**src/rtl/timer_seq_pkg.sv**
```systemverilog
// Shared types and frame constants for the timer command sequencer.
// The frame format is fixed by the timer: a 4-bit start pattern followed by a 4-bit delay.
package timer_seq_pkg;
    localparam int DELAY_W = 4;
    localparam int FRAME_LEN = 8;
    localparam logic [3:0] TIMER_PATTERN = 4'b1101;

    typedef enum logic [2:0] {
        IDLE,
        SEND,
        WAIT_START,
        WAIT_DONE,
        ACK
    } state_t;
endpackage

```
**src/rtl/timer_cmd_sequencer_rr_arbiter.sv**
```systemverilog
// Round-robin arbiter: combinational one-hot grant and index from the request vector,
// searched from the pointer upward; the pointer moves past the winner only on advance.
module rr_arbiter #(
    parameter int N = 2,
    parameter int IDX_W = (N > 1) ? $clog2(N) : 1
) (
    input  logic             clk,
    input  logic             reset,
    input  logic [N-1:0]     req,
    input  logic             advance,
    output logic             any,
    output logic [N-1:0]     grant_oh,
    output logic [IDX_W-1:0] grant_idx
);

    logic [IDX_W-1:0] ptr;

    // First set request at or after the pointer, wrapping around the vector.
    always_comb begin
        int j;
        j = 0;
        any = 1'b0;
        grant_oh = '0;
        grant_idx = '0;
        for (int i = 0; i < N; i++) begin
            j = int'(ptr) + i;
            if (j >= N) j = j - N;
            if (!any && req[j]) begin
                any = 1'b1;
                grant_oh[j] = 1'b1;
                grant_idx = IDX_W'(j);
            end
        end
    end

    always_ff @(posedge clk) begin
        if (reset) begin
            ptr <= '0;
        end else if (advance && any) begin
            ptr <= (int'(grant_idx) == N - 1) ? '0 : grant_idx + 1'b1;
        end
    end

endmodule

```
**src/rtl/timer_cmd_sequencer.sv**
```systemverilog
// Shares one serial-programmed one-shot timer among N_REQ requesters: arbitrates,
// shifts out the frame, watches the timer status, acks it and reports completion.
module timer_cmd_sequencer
    import timer_seq_pkg::*;
#(
    parameter int N_REQ = 2,
    parameter int START_TIMEOUT = 4,
    localparam int IDX_W = (N_REQ > 1) ? $clog2(N_REQ) : 1
) (
    input  logic                       clk,
    input  logic                       reset,
    input  logic [N_REQ-1:0]           req,
    input  logic [N_REQ*DELAY_W-1:0]   req_delay,
    output logic                       busy,
    output logic [IDX_W-1:0]           grant_id,
    output logic [N_REQ-1:0]           cmpl,
    output logic                       cmpl_err,
    output logic                       timer_data,
    output logic                       timer_ack,
    input  logic                       timer_counting,
    input  logic                       timer_done
);

    localparam int WD_W = $clog2(START_TIMEOUT + 1);
    localparam int CNT_W = $clog2(FRAME_LEN);

    state_t                 state;
    logic [FRAME_LEN-1:0]   shreg;
    logic [CNT_W-1:0]       bit_cnt;
    logic [WD_W-1:0]        wdog;
    logic [N_REQ-1:0]       owner_oh;

    logic                   arb_any;
    logic [N_REQ-1:0]       arb_oh;
    logic [IDX_W-1:0]       arb_idx;
    logic                   arb_advance;
    logic [DELAY_W-1:0]     sel_delay;

    assign arb_advance = (state == IDLE);
    assign sel_delay = req_delay[arb_idx*DELAY_W +: DELAY_W];

    rr_arbiter #(
        .N     (N_REQ),
        .IDX_W (IDX_W)
    ) u_arb (
        .clk       (clk),
        .reset     (reset),
        .req       (req),
        .advance   (arb_advance),
        .any       (arb_any),
        .grant_oh  (arb_oh),
        .grant_idx (arb_idx)
    );

    // The first frame bit is loaded at grant so it appears in the first SEND cycle;
    // a timeout also passes through ACK so cmpl always lands while busy is still high.
    always_ff @(posedge clk) begin
        if (reset) begin
            state      <= IDLE;
            busy       <= 1'b0;
            grant_id   <= '0;
            owner_oh   <= '0;
            cmpl       <= '0;
            cmpl_err   <= 1'b0;
            timer_data <= 1'b0;
            timer_ack  <= 1'b0;
            shreg      <= '0;
            bit_cnt    <= '0;
            wdog       <= '0;
        end else begin
            cmpl      <= '0;
            cmpl_err  <= 1'b0;
            timer_ack <= 1'b0;
            case (state)
                IDLE: begin
                    timer_data <= 1'b0;
                    if (arb_any) begin
                        state      <= SEND;
                        busy       <= 1'b1;
                        grant_id   <= arb_idx;
                        owner_oh   <= arb_oh;
                        timer_data <= TIMER_PATTERN[3];
                        shreg      <= {TIMER_PATTERN[2:0], sel_delay, 1'b0};
                        bit_cnt    <= '0;
                    end
                end
                SEND: begin
                    if (bit_cnt == CNT_W'(FRAME_LEN - 1)) begin
                        state      <= WAIT_START;
                        timer_data <= 1'b0;
                        wdog       <= '0;
                    end else begin
                        timer_data <= shreg[FRAME_LEN-1];
                        shreg      <= {shreg[FRAME_LEN-2:0], 1'b0};
                        bit_cnt    <= bit_cnt + 1'b1;
                    end
                end
                WAIT_START: begin
                    if (timer_counting) begin
                        state <= WAIT_DONE;
                    end else if (timer_done) begin
                        state     <= ACK;
                        timer_ack <= 1'b1;
                        cmpl      <= owner_oh;
                    end else if (wdog == WD_W'(START_TIMEOUT - 1)) begin
                        state    <= ACK;
                        cmpl     <= owner_oh;
                        cmpl_err <= 1'b1;
                    end else begin
                        wdog <= wdog + 1'b1;
                    end
                end
                WAIT_DONE: begin
                    if (timer_done) begin
                        state     <= ACK;
                        timer_ack <= 1'b1;
                        cmpl      <= owner_oh;
                    end
                end
                ACK: begin
                    state <= IDLE;
                    busy  <= 1'b0;
                end
                default: state <= IDLE;
            endcase
        end
    end

endmodule

```
**config.mk**
```make
export PLATFORM = sky130hd
export DESIGN_NAME = timer_cmd_sequencer
export DESIGN_NICKNAME = d
export VERILOG_FILES = /design/src/rtl/timer_seq_pkg.sv /design/src/rtl/timer_cmd_sequencer_rr_arbiter.sv /design/src/rtl/timer_cmd_sequencer.sv
export SDC_FILE = /design/constraint.sdc
export NUM_CORES = 1
export LEC_CHECK = 0
export ABC_AREA = 1
export BUFFER_PORTS_ARGS = -buffer_cell sky130_fd_sc_hd__buf_2
export CORE_UTILIZATION = 50
export DETAILED_ROUTE_END_ITERATION = 8
export GPL_ROUTABILITY_DRIVEN = 1
export GPL_TIMING_DRIVEN = 0
export PLACE_DENSITY = 0.67
export SYNTH_ARGS = -nofsm -noshare
export SYNTH_HDL_FRONTEND = slang
export SYNTH_SLANG_ARGS = --single-unit
```
**constraint.sdc**
```tcl
create_clock -name clk -period 1.9 [get_ports clk]
set_input_delay 0 -clock clk [delete_from_list [all_inputs] [get_ports clk]]
set_output_delay 0 -clock clk [all_outputs]
set_load 0.03 [all_outputs]
```
**Word level (Yosys, flattened, before mapping)**

Cells that the tools add are included.

- Logic and storage cells: 107
- Input bits: 14
- Register bits after elaboration: 27
- Output and inout port bits: 7

- Shift operators: 1
- Mux-type cells: 51
- Bitwise gates (word level): 2
- Reduce and logical (&&, ||, !) cells: 15
- Equal/unequal tests: 14
- $lt $le $gt $ge: 6
- Add/subtract/negate cells: 6

Operators by type and width:

| kind | number |
|---|---|
| $ge A32 B1 Y1 const B | 2 |
| $lt A32 B3 Y1 const B | 2 |
| $mux W32 | 2 |
| $mux W3 | 12 |
| $ge A32 B3 Y1 const B | 1 |
| $sub A32 B3 Y32 const B | 1 |
| $mux W1 | 19 |
| $mux W8 | 2 |
| $pmux W8 S2 | 1 |
| $ne A2 B2 Y1 const B | 7 |
| $mux W2 | 6 |
| $pmux W3 S2 | 2 |
| $pmux W3 S4 | 1 |
| $eq A3 B2 Y1 const B | 3 |
| $shiftx A8 B4 Y4 | 1 |
| $add A3 B1 Y3 const B | 2 |
| $eq A3 B3 Y1 const B | 2 |
| $pmux W1 S2 | 3 |
| $reduce_bool A2 Y1 | 3 |
| $reduce_and A5 Y1 | 1 |
| $logic_and A1 B1 Y1 | 4 |
| $ne A4 B4 Y1 const B | 1 |
| $pmux W2 S2 | 1 |
| $reduce_and A2 Y1 | 2 |
| other kinds (13) | 14 |

**Depth between registers and ports, before layout**

Gate-level depths: netlist of run 1.

- Depth after elaboration: 12
- Mapped depth: 10

**By module**

A second synthesis of run 1 with hierarchy kept.

- Cell total of the unflattened synthesis: 219
- Area total of the unflattened synthesis: 1360.1 um2

Modules (own cells, without submodules):

| module | sequential area each (um2) | cells an instance | instances | area an instance (um2) |
|---|---|---|---|---|
| timer_cmd_sequencer | 500.5 | 201 | 1 | 1272.5 |
| rr_arbiter | 20.0 | 18 | 1 | 87.6 |

**Least setup slack after synthesis of run 1**

Ideal clock, no wire load.

- Path type: register to register
- Start point: register bit_cnt[0]
- End point: register shreg[2]
- Required time: 1788 ps
- Library setup time: 112 ps
- Arrival time: 1332 ps
- Slack: 457 ps
- Stages on the path, launching flop included: 8
- Clock period less this slack: 1443 ps
- Path buffers: 1
- Path through: dfxtp_1 ha_1 ha_1 a211oi_1 buf_2 nand3_1 nor2_1 nor2_1

- Cells in the longest elaborated chain, start to end: 3

Ends and longest elaborated chain:

| element | RTL line | RTL |
|---|---|---|
| start: declaration | timer_cmd_sequencer.sv:29 | `logic [CNT_W-1:0] bit_cnt;` |
| start signal: assignment | timer_cmd_sequencer.sv:95 | `bit_cnt <= bit_cnt + 1'b1;` |
| $eq A3 B3 Y1 | timer_cmd_sequencer.sv:88 | `if (bit_cnt == CNT_W'(FRAME_LEN - 1)) begin` |
| $ne A2 B2 Y1 (no line) | n/a |  |
| $reduce_and A3 Y1 (no line) | n/a |  |
| end signal: assignment | timer_cmd_sequencer.sv:83 | `shreg <= {TIMER_PATTERN[2:0], sel_delay, 1'b0};` |
| end signal: assignment | timer_cmd_sequencer.sv:94 | `shreg <= {shreg[FRAME_LEN-2:0], 1'b0};` |
| end: declaration | timer_cmd_sequencer.sv:28 | `logic [FRAME_LEN-1:0] shreg;` |

No other way between the ends.
A chain may end at the register's enable or synchronous reset.

**Final worst setup path of run 1**

Ends and elaborated chain as after synthesis.

==> results.toml, run 1 <==
[final_layout]
final_common_cell = "nand2_1"
final_area_mm2 = 0.001592
areaGrowthSynthToFinish_pct = 13.57
num-fill-cells = 253
post_route_cells_drive_above_1_share = 0.1702
n_antenna_cell = 0
fin_nets = 255
final_cell_mix = "nand2_1, nor2_1, dfxtp_1, nand3_1, buf_2"

[run_status]
status = "completed"

[floorplan]
die_w_um = 54.94
coreArea_mm2 = 0.002567
ios = 21
dieArea_mm2 = 0.003018
die_h_um = 54.94
rows = 18
start_util = 0.5458

[clocking]
cts-htree-levels = 1
cts_tree = "yes"
cts-resized-gates = 0
clk_path_buf_depth = 2
cts-buffers-inserted = 3
clk_pin_slew_ns = 0.13
clk_latency_ns = 0.31
clock_sinks = 26
cts_root_buffer = "clkbuf_4"

[worst_setup_path]
rrSetupSlack_ns = 0.23
worstReg2RegStart = "bit_cnt[0]$_SDFFE_PP0P_"
reg2reg_depth = 7
r2r_end = "shreg[2]$_SDFFE_PP0P_"
path_max_fanout = 10
critPathCaptureType = "flop"
critical_path_class = "reg -> reg"
required_ns = 2.12
start_kind = "flop"
cp.arrival_ns = 1.89

[hold_path]
hold_class = "in -> reg"
min_path_cells = 4
min_to = "cmpl_err$_SDFF_PP0_"
worstHoldStart = "timer_done"

[synth]
yosysUniqueCellTypes = 24
synth_xor_area_frac = 0
syn-cell-area_mm2 = 0.001401
synth_compound_area_frac = 0.05179
synth_fa_ha_area_frac = 0.03571
synth_top_family_by_area = "simple AND/OR/NAND/NOR gates"
ys_ff_latch = 26
netlist_instances = 209
yosysWarnings = 0
syn_nets = 227
ys_seq_area_frac = 0.3714
synthMuxAreaShare = 0
avgSynthCellArea_um2 = 6.705
synth_simple_gate_area_share = 0.4491

[timing]
hold_viol_final = 0
relSlewSlack = 0.7292
final.min_clock_period_ns = 1.666
fin_tns_setup_ns = 0
fin_skew_ns = 0.007845
max_freq_mhz = 600.2
fin_crit_sh = 0.8769
setup_violations = 0
tightest_slew_ns = 0.4056
drv_slew = 0
grt_setup_unrepaired = "no"

[route]
wl_per_cell_um = 11.08
drtPass1Iterations = 4
routed_via_density = 5.196
drtIter0Drc = 16
final_antenna_net_count = 0
wl_um = 2936
vias = 1377
drc = 0

[grt]
met1_usage = 0.2663
antenna_found_initial = 0
track_usage = 0.2207
grt-busiest-layer = "met2"
use_met2 = 0.3896
grt_pass1_vias = 1126
gr-total-overflow = 0
grt_use_met3 = 0.05738
grt_max_degree = 14
grt_pass1_wl_um = 4712

[power]
power.leakage_nw = 0.8256
peakVddDrop_mv = 0.9827
power_density_mw_per_mm2 = 1487

[placement]
gp_congestion = 0.8571
numPortBuffers = 20
placed_cell_area_mm2 = 0.001539
dp_hpwl_um = 2240

[flow_run]
cap_violations = 0
==> critical path, cell delays in order (launching register included) <==
cell and delay (ns):
dfxtp_1 0.35, ha_1 0.20, ha_1 0.19, a211oi_1 0.32, buf_2 0.28, nand3_1 0.09, nor2_1 0.11, nor2_1 0.05
==> Yosys cell counts <==
cell | instances | area share
a211oi_1 | 1 | 0.0054
a21oi_1 | 10 | 0.036
buf_2 | 1 | 0.0036
buf_4 | 1 | 0.0054
buf_6 | 4 | 0.032
dfxtp_1 | 26 | 0.37
ha_1 | 4 | 0.036
inv_1 | 16 | 0.043
inv_2 | 3 | 0.0080
nand2_1 | 56 | 0.15
nand2_2 | 2 | 0.0089
nand3_1 | 25 | 0.089
nand3_4 | 1 | 0.013
nand3b_1 | 2 | 0.011
nand4_1 | 1 | 0.0045
nor2_1 | 45 | 0.12
nor2_2 | 2 | 0.0089
nor2_4 | 1 | 0.0080
nor3_1 | 1 | 0.0036
nor3_2 | 1 | 0.0071
nor3_4 | 1 | 0.012
o31ai_1 | 2 | 0.011
or2_0 | 1 | 0.0045
or2_1 | 2 | 0.0089
==> flip-flops by register name, summed over array words and instances (netlist names) <==
signal      flops
wdog            3
bit_cnt         3
grant_id        1
cmpl_err        1
u_arb.ptr       1
busy            1
shreg           7
cmpl            2
state           3
owner_oh        2
timer_data      1
timer_ack       1
==> logic make-up (layout without fill, tap and decap cells) <==
family	Yosys count	after routing
adder cells (fa/ha/maj)	4	4
AND/OR/NAND/NOR	141	141
AO/OA/AOI/OAI	13	13
buffers and inverters	25	51
flip-flops	26	26
==> worst max path at each step <==
| stage | slack (ns) | start | depth (start not counted) | end |
|---|---|---|---|---|
| after floorplan | 0.46 | bit_cnt[0]$_SDFFE_PP0P_ | 7 | shreg[2]$_SDFFE_PP0P_ |
| after global placement | 0.27 | bit_cnt[0]$_SDFFE_PP0P_ | 7 | shreg[2]$_SDFFE_PP0P_ |
| after detailed placement | 0.25 | bit_cnt[0]$_SDFFE_PP0P_ | 7 | shreg[2]$_SDFFE_PP0P_ |
| after CTS | 0.24 | bit_cnt[0]$_SDFFE_PP0P_ | 7 | shreg[2]$_SDFFE_PP0P_ |
| after global routing | 0.09 | bit_cnt[0]$_SDFFE_PP0P_ | 7 | shreg[3]$_SDFFE_PP0P_ |
| final | 0.23 | bit_cnt[0]$_SDFFE_PP0P_ | 7 | shreg[2]$_SDFFE_PP0P_ |
==> stage by stage <==
stage                     hold WS (ns)  setup slack, ns  total power, W  instances    util
after floorplan                0.06907           0.4566        0.001874        209       -
after global placement          0.2371           0.2729        0.002089        259  0.5994
after detailed placement        0.2372           0.2522        0.002144        259  0.5994
after CTS                     0.005782           0.2377        0.002372        265  0.6199
after global routing          0.009767          0.09104        0.002593        265  0.6199
final                          0.01004           0.2340        0.002366        265  0.6199
==> timing repair <==
item / in CTS / in global routing
hold buffers: 3 / 0
hold endpoints to repair: 6 / 0
buffers inserted: 0 / 0
setup endpoints to repair: 0 / 0
==> final cells by class <==
| type | count | area [µm²] | area share |
|---|---|---|---|
| Clock buffer | 3 | 22.52 | 0.01415 |
| Buffer | 6 | 57.56 | 0.03616 |
| Sequential cell | 26 | 520.5 | 0.3270 |
| Multi-Input combinational cell | 158 | 752.0 | 0.4725 |
| Timing Repair Buffer | 23 | 130.1 | 0.08176 |
| Tap cell | 30 | 37.54 | 0.02358 |
| Inverter | 19 | 71.32 | 0.04481 |
==> power by group <==
part	total, W	switching, W	internal (W)
logic	0.00126	0.000798	0.000458
clock network	0.000227	0.000152	0.0000742
registers	0.000883	0.000134	0.000749
==> layer usage <==
| layer | share of wire | up-vias |
|---|---|---|
| met5 | 0 | - |
| met4 | 0.0068 | 0 |
| met3 | 0.036 | 2 |
| met2 | 0.49 | 22 |
| met1 | 0.47 | 639 |
| li1 | - | 714 |
Power figures use the tool's default switching activity.
==> run 2: changes to the inputs <==
- GPL_TIMING_DRIVEN: 0 -> 1
==> results.toml, run 2 (synthesized netlist as in run 1, its figures left out) <==
[clocking]
cts_hold_buf = 3
cts_root_buffer = "clkbuf_4"
clk_pin_slew_ns = 0.14
cts-resized-gates = 0
cts-buffers-inserted = 3
clock_sinks = 26
post_cts_buffers = 0
cts-htree-levels = 1
clk_path_buf_depth = 2
cts_tree = "yes"
clk_latency_ns = 0.31

[hold_path]
hold_class = "in -> reg"
min_path_cells = 4

[power]
power_density_mw_per_mm2 = 1522
power.leakage_nw = 0.8144
power.share.combinational = 0.508
power_frac_clock = 0.115
p_sw_w = 0.001083
p_sw_frac = 0.4534
power_frac_seq = 0.377
power.internal_w = 0.001306
peakVddDrop_mv = 1.035

[route]
drc = 0
final_antenna_net_count = 0
drtPass1Iterations = 4
routed_via_density = 4.970
wl_um = 2827
wl_per_cell_um = 10.75
drtIter0Drc = 17
vias = 1307

[timing]
fin_crit_sh = 0.8953
setup_violations = 0
final.min_clock_period_ns = 1.701
grt_setup_unrepaired = "no"
relSlewSlack = 0.5335
tightest_slew_ns = 0.6990
fin_skew_ns = 0.005848
hold_viol_final = 0
fin_tns_setup_ns = 0
max_freq_mhz = 587.9
drv_slew = 0
whs_ns = 0.01328

[placement]
dp_hpwl_um = 2150
numPlacedInstances = 256
placed_cell_area_mm2 = 0.001504
numPortBuffers = 20
gp_congestion = 0.7876

[floorplan]
die_h_um = 54.94
coreArea_mm2 = 0.002567
die_w_um = 54.94
start_util = 0.5458
dieArea_mm2 = 0.003018
rows = 18
ios = 21

[grt]
gr-total-overflow = 0
grt_pass1_vias = 1135
antenna_found_initial = 0
grt_max_degree = 23
grt_pass1_wl_um = 4547
track_usage = 0.2075

[final_layout]
post_route_cells_drive_above_1_share = 0.1631
fin_nets = 252
seq_area_um2 = 520.5
areaGrowthSynthToFinish_pct = 12.05
num-fill-cells = 247
final_area_mm2 = 0.001570
final_cell_mix = "nand2_1, nor2_1, dfxtp_1, nand3_1, buf_2"
final_common_cell = "nand2_1"
stdcell_count = 263
multiInputGateArea_um2 = 752.0
largest_register = "shreg"
largest_reg_flops = 7
n_antenna_cell = 0

[worst_setup_path]
reg2reg_depth = 7
critPathCaptureType = "flop"
worst-path-stages = 7
slowest_delay_ns = 0.37
cp.arrival_ns = 1.96
start_kind = "flop"
slowest_stage = "a211oi_1"
rrSetupSlack_ns = 0.20
critPathBufInv = 1
path_delay_family = "adder cells"
cp_cell_sequence = "ha_1, ha_1, a211oi_1, nand2_1, inv_2, nor2_1, nor2_1"
path_max_fanout = 7
required_ns = 2.16
critical_path_class = "reg -> reg"

[run_status]
status = "completed"

[flow_run]
cap_violations = 0
==> run 2: changes by cell type in the layout (fill, tap and decap cells not counted) <==
cell and delta:
buf_2 -1, clkbuf_8 +1, buf_6 -4, buf_4 +2
==> run 2: layout make-up <==
| class | instances | share of cell area |
|---|---|---|
| Sequential cell | 26 | 0.3315 |
| Tap cell | 30 | 0.02390 |
| Timing Repair Buffer | 26 | 0.09721 |
| Multi-Input combinational cell | 158 | 0.4789 |
| Inverter | 19 | 0.04542 |
| Clock buffer | 4 | 0.02311 |
==> run 2: power groups by stage <==
stage,Clock [W],Sequential [W],Combinational (W)
CTS,0.000284,0.000901,0.00122
detailed placement,0,0.000915,0.00121
global route,0.000297,0.000927,0.00139
finish,0.000275,0.000901,0.00121
global placement,0,0.000907,0.00117
floorplan,0,0.000928,0.000945
==> run 2: final timing paths <==
kind	end	start
worst max-delay path	shreg[5]$_SDFFE_PP0P_	bit_cnt[0]$_SDFFE_PP0P_
worst min-delay path	cmpl_err$_SDFF_PP0_	timer_done
worst max register to register	shreg[5]$_SDFFE_PP0P_	bit_cnt[0]$_SDFFE_PP0P_
worst min register to register	cmpl[0]$_SDFF_PP0_	owner_oh[0]$_SDFFE_PP0P_
==> run 2: through the flow <==
step | power, W | util | setup slack (ns)
4_1_cts | 0.002404 | 0.6116 | 0.1812
6_report | 0.002389 | 0.6116 | 0.1989
5_1_grt | 0.002610 | 0.6116 | 0.06584
2_1_floorplan | 0.001874 | - | 0.4566
3_3_place_gp | 0.002079 | 0.5858 | 0.2894
3_5_place_dp | 0.002126 | 0.5858 | 0.2131
==> run 2: worst register-to-register path: cells and delay by family, from the launching register on <==
family,cells,cell delay (ns)
compound gates,1,0.37
fa+ha+maj,2,0.41
buf+inv,1,0.17
flops,1,0.35
simple gates,3,0.34
==> run 2: per-layer routing <==
metal	global-route usage	vias to the layer above	part of all wire
li1	-	711	-
met1	0.2563	579	0.50
met2	0.3755	15	0.47
met3	0.02459	2	0.020
met4	0.05833	0	0.0053
met5	0	-	0
